**config.mk**
```make
export PLATFORM = sky130hd
export DESIGN_NAME = cascade_mod_counter
export DESIGN_NICKNAME = d
export VERILOG_FILES = /design/src/rtl/cascade_counter_pkg.sv /design/src/rtl/mod_digit.sv /design/src/rtl/cascade_mod_counter.sv
export SDC_FILE = /design/constraint.sdc
export NUM_CORES = 1
export LEC_CHECK = 0
export ABC_AREA = 1
export CAP_MARGIN = 10
export CORE_MARGIN = 1.5
export CORE_UTILIZATION = 57
export CTS_BUF_LIST = sky130_fd_sc_hd__clkbuf_8
export CTS_CLUSTER_DIAMETER = 40
export DETAILED_ROUTE_END_ITERATION = 12
export PLACE_DENSITY = 0.88
export SYNTH_ARGS = -nofsm -noshare
export SYNTH_HDL_FRONTEND = slang
export SYNTH_SLANG_ARGS = --single-unit
export TNS_END_PERCENT = 100
```
**constraint.sdc**
```tcl
create_clock -name clk -period 4.5 [get_ports clk]
set_input_delay 0.45 -clock clk [delete_from_list [all_inputs] [get_ports clk]]
set_output_delay 0.45 -clock clk [all_outputs]
set_load 0.02 [all_outputs]
```
**src/rtl/cascade_counter_pkg.sv**
```systemverilog
// Shared types and constants for the cascaded modulo-M digit counter.
package cascade_counter_pkg;

  localparam int unsigned MOD_W           = 5;
  localparam int unsigned DEFAULT_DIGIT_W = 4;
  localparam int unsigned DEFAULT_DIGITS  = 4;

  // Digit 0 is the rightmost field: mm:ss as {min tens, min ones, sec tens, sec ones}.
  localparam logic [DEFAULT_DIGITS*MOD_W-1:0] DEFAULT_MODULI = {5'd6, 5'd10, 5'd6, 5'd10};

  typedef logic [DEFAULT_DIGIT_W-1:0] digit_t;

  typedef enum logic {
    DIR_UP   = 1'b0,
    DIR_DOWN = 1'b1
  } dir_e;

endpackage

```
**src/rtl/mod_digit.sv**
```systemverilog
// Single modulo-MODULUS digit register with up/down step and clamped synchronous load.
module mod_digit
  import cascade_counter_pkg::*;
#(
  parameter int unsigned MODULUS = 10,
  parameter int unsigned DIGIT_W = 4
) (
  input  logic               clk,
  input  logic               reset,
  input  logic               en,
  input  dir_e               dir,
  input  logic               load,
  input  logic [DIGIT_W-1:0] load_val,
  output logic [DIGIT_W-1:0] q,
  output logic [DIGIT_W-1:0] q_next,
  output logic               term
);

  localparam logic [DIGIT_W-1:0] MaxVal = DIGIT_W'(MODULUS - 1);

  logic [DIGIT_W-1:0] q_q, q_d;

  always_comb begin
    term = (dir == DIR_DOWN) ? (q_q == '0) : (q_q == MaxVal);
    q_d  = q_q;
    if (load) begin
      // Out-of-range load values collapse to zero so the digit stays legal.
      q_d = (32'(load_val) < MODULUS) ? load_val : '0;
    end else if (en) begin
      if (dir == DIR_UP) begin
        q_d = term ? '0 : q_q + 1'b1;
      end else begin
        q_d = term ? MaxVal : q_q - 1'b1;
      end
    end
  end

  always_ff @(posedge clk) begin
    if (reset) begin
      q_q <= '0;
    end else begin
      q_q <= q_d;
    end
  end

  assign q      = q_q;
  assign q_next = q_d;

endmodule

```
**src/rtl/cascade_mod_counter.sv**
```systemverilog
// Chain of modulo-M digits with same-edge carry propagation and registered terminal flags.
module cascade_mod_counter
  import cascade_counter_pkg::*;
#(
  parameter int unsigned                   NUM_DIGITS = DEFAULT_DIGITS,
  parameter int unsigned                   DIGIT_W    = DEFAULT_DIGIT_W,
  parameter logic [NUM_DIGITS*MOD_W-1:0]   MODULI     = DEFAULT_MODULI
) (
  input  logic                          clk,
  input  logic                          reset,
  input  logic                          carry_in,
  input  logic                          dir,
  input  logic                          load,
  input  logic [NUM_DIGITS*DIGIT_W-1:0] load_val,
  output logic [NUM_DIGITS*DIGIT_W-1:0] q,
  output logic                          carry_out,
  output logic                          is_zero,
  output logic                          is_max
);

  dir_e                          dir_sel;
  logic [NUM_DIGITS-1:0]         en;
  logic [NUM_DIGITS-1:0]         term;
  logic [NUM_DIGITS-1:0]         dig_max;
  logic [NUM_DIGITS*DIGIT_W-1:0] q_next;
  logic                          is_zero_q, is_zero_d;
  logic                          is_max_q, is_max_d;

  assign dir_sel = dir_e'(dir);

  for (genvar i = 0; i < NUM_DIGITS; i++) begin : g_digit
    localparam int unsigned Mod = int'(MODULI[i*MOD_W +: MOD_W]);

    if (Mod < 2 || Mod > 2**DIGIT_W) begin : g_bad_modulus
      $error("cascade_mod_counter: digit %0d modulus %0d out of range", i, Mod);
    end

    // Enable ripples combinationally from current state, so every digit moves on one edge.
    if (i == 0) begin : g_en_first
      assign en[i] = carry_in;
    end else begin : g_en_chain
      assign en[i] = en[i-1] & term[i-1];
    end

    mod_digit #(
      .MODULUS (Mod),
      .DIGIT_W (DIGIT_W)
    ) u_digit (
      .clk      (clk),
      .reset    (reset),
      .en       (en[i]),
      .dir      (dir_sel),
      .load     (load),
      .load_val (load_val[i*DIGIT_W +: DIGIT_W]),
      .q        (q[i*DIGIT_W +: DIGIT_W]),
      .q_next   (q_next[i*DIGIT_W +: DIGIT_W]),
      .term     (term[i])
    );

    assign dig_max[i] = (q_next[i*DIGIT_W +: DIGIT_W] == DIGIT_W'(Mod - 1));
  end

  assign carry_out = carry_in & ~reset & ~load & term[NUM_DIGITS-1] & en[NUM_DIGITS-1];

  always_comb begin
    is_zero_d = (q_next == '0);
    is_max_d  = &dig_max;
  end

  always_ff @(posedge clk) begin
    if (reset) begin
      is_zero_q <= 1'b1;
      is_max_q  <= 1'b0;
    end else begin
      is_zero_q <= is_zero_d;
      is_max_q  <= is_max_d;
    end
  end

  assign is_zero = is_zero_q;
  assign is_max  = is_max_q;

endmodule

```
==> flow_summary.ini <==
[clock_tree]
cts_tree = done
path_clk_slew_ns = 0.07
ctsHtreeMaxLevel = 1
cts_setup_buffers = 0
cts_resized = 0
clkLatencyLatePin_ns = 0.26
cts_sinks = 18
cts-root-buf = clkbuf_8
cts_buffers = 3
postCtsHoldBufs = 0
clk_path_buf_depth = 2

[critical_path]
cp-end-kind = primary output
cp_max_fo = 15
max_stage_delay_ns = 0.66
start_kind = input pin
cp_cell_sequence = clkdlybuf4s50_1 -> buf_4 -> inv_2 -> nand2_2 -> nand2_4 -> inv_2 -> nand3_4 -> nor4_1 -> clkdlybuf4s50_1
critical_path_class = input pin to primary output
critPathSlowestCell = clkdlybuf4s50_1
cp_top_family = buffers and inverters
critPathArrivalTime_ns = 2.64
worst-path-buf-inv = 5
required_ns = 4.05

[power]
p_leak_nw = 1.13
internal_power_mw = 0.329
swShare = 0.368
p_seq_frac = 0.351
power.switching_mw = 0.191
ir_drop_v = 0.000181
combPwrFrac = 0.391
p_clk_frac = 0.258
p_total_mw = 0.521
cellPowerDensity_nw_per_um2 = 219

[sta]
drv_slew = 0
hold_violations = 0
tightest_slew_ns = 0.636
finalCriticalPeriod_ns = 3.09
skew_ns = 0.000604
relSlewSlack = 0.575
grt_setup_unrepaired = no
setup_viol = 0
post-route-period-util = 0.686
fmax_ghz = 0.324
tns_ns = 0

[global_route]
grt_overflow = 0
first_global_vias = 1937
grt_pass1_wl_um = 8080
antenna_found_initial = 0
grt_max_degree = 18
grtUsageTotal = 0.281

[finish]
final.fill_count = 243
area_growth_pct = 23.6
drive_gt1_frac = 0.103
antenna_cells = 0
nNetsFinal = 386
post-route-util = 0.760

[detailed_routing]
drt-initial-drc-count = 142
post_drt_wl_per_cell_um = 12.1
vias = 2149
vias_per_cell = 5.44
wl_um = 4780
drt_pass1_iterations = 5
drcViolationCount = 0
ant_nets = 0

[die]
dieArea_um2 = 3730
core_area_um2 = 3130
pin_count = 40
placementRows = 20
die_w_um = 61.1
start_util = 0.615
die_h_um = 61.1

[worst_hold_path]
hp-class = flip-flop to flip-flop

[synth]
synth_cell_types = 32
syn_nets = 351
synth_top_area_share = 0.187
ys_seq_elements = 18
yosys.area.top_type = dfxtp_1
ys_warn_count = 0
synth-seq-area-share = 0.187
synthCells = 317
synth_area_leaders = dfxtp_1, nand2_1, nand3_1
avgSynthCellArea_um2 = 6.07
netlist_area_um2 = 1920

[place]
dp_hpwl_um = 3650
place.gp.congestion = 0.932
io_buffers = 39

[run_status]
outcome = finished clean

[job]
maxCapViolCount = 0
==> power by group through the flow <==
stage	clock [mW]	sequential [mW]	combinational (mW)
after floorplan	0	0.192	0.133
after detailed placement	0	0.186	0.200
after global placement	0	0.186	0.196
after CTS	0.135	0.182	0.203
final	0.134	0.183	0.203
after global routing	0.144	0.184	0.228
==> area by class of cell <==
class                   instances  area, µm²  share of cell area
clock buffers                   4       55.1              0.0231
inverters                      38        143              0.0600
multi-input cells             251       1370               0.575
flip-flops and latches         18        360               0.151
well taps                      44       55.1              0.0231
repair buffers                 40        398               0.167
==> Yosys cell counts, drive strengths merged <==
cell / count
nand2: 90
nand3: 53
nor2: 50
inv: 38
dfxtp: 18
a21oi: 13
ha: 13
o21ai: 10
nand4: 7
buf: 6
xnor2: 5
clkbuf: 4
nor3: 2
nor4: 2
xor2: 2
a21boi: 1
and2: 1
nand3b: 1
or2: 1
==> state kept, by name, indices dropped and copies added (netlist names) <==
signal	flops
is_zero	1
g_digit.u_digit.q	16
is_max	1
==> cell usage in the layout (no fill, tap or decap), drive strengths merged <==
master | synthesis | layout
nor2 | 50 | 50
xor2 | 2 | 2
dfxtp | 18 | 18
nor3 | 2 | 2
nand3b | 1 | 1
clkdlybuf4s50 | 0 | 39
nand2 | 90 | 90
ha | 13 | 13
inv | 38 | 38
nor4 | 2 | 2
xnor2 | 5 | 5
nand3 | 53 | 53
buf | 6 | 1
and2 | 1 | 1
nand4 | 7 | 7
o21ai | 10 | 10
clkbuf | 4 | 4
a21boi | 1 | 1
or2 | 1 | 1
a21oi | 13 | 13
==> kinds of logic (layout without fill, tap and decap cells) <==
logic type | count (synthesis) | in the layout | share of synthesized area
AND/OR/NAND/NOR | 207 | 207 | 0.529
flip-flops | 18 | 18 | 0.187
AO/OA/AOI/OAI | 24 | 24 | 0.0657
buffers and inverters | 48 | 82 | 0.102
XOR/XNOR | 7 | 7 | 0.0319
adder cells (fa/ha/maj) | 13 | 13 | 0.0845
==> metal layers <==
metal / track usage / vias to the layer above / routed length (µm)
met4: 0.106 / 0 / 107
li1: - / 1083 / -
met5: 0 / - / 0
met2: 0.511 / 93 / 2400
met3: 0.0294 / 13 / 357
met1: 0.338 / 960 / 1920
==> worst reg2reg max path, cell delays in order, from the launching register on <==
cell and delay, ns:
dfxtp_1 0.35, inv_1 0.15, ha_1 0.22, nand2_2 0.08, nand2_2 0.11, nand3_4 0.16, a21oi_1 0.17, nand2_1 0.07
nand2_1 0.12, nand2_1 0.11, nor2_1 0.17, nand3_2 0.11, nor2_2 0.11
==> per-stage QoR <==
step           area, µm²  hold WS, ns  setup slack (ns)  std cells
2_1_floorplan       1920        0.619              2.19        317
3_3_place_gp        2320        0.639              1.47        391
3_5_place_dp        2320        0.634              1.40        391
4_1_cts             2380        0.643              1.41        395
5_1_grt             2380        0.690              1.32        395
6_report            2380        0.640              1.41        395
==> final timing paths <==
kind / from / end / slack, ns / cells after the start
min: g_digit[1].u_digit.q[3] / g_digit[1].u_digit.q[3] / 0.64 / 2
max reg2reg: g_digit[0].u_digit.q[0] / is_max / 2.52 / 12
min reg2reg: g_digit[1].u_digit.q[3] / g_digit[1].u_digit.q[3] / 0.64 / 2
max: dir / carry_out / 1.41 / 9
(Power assumes the default switching activity.)
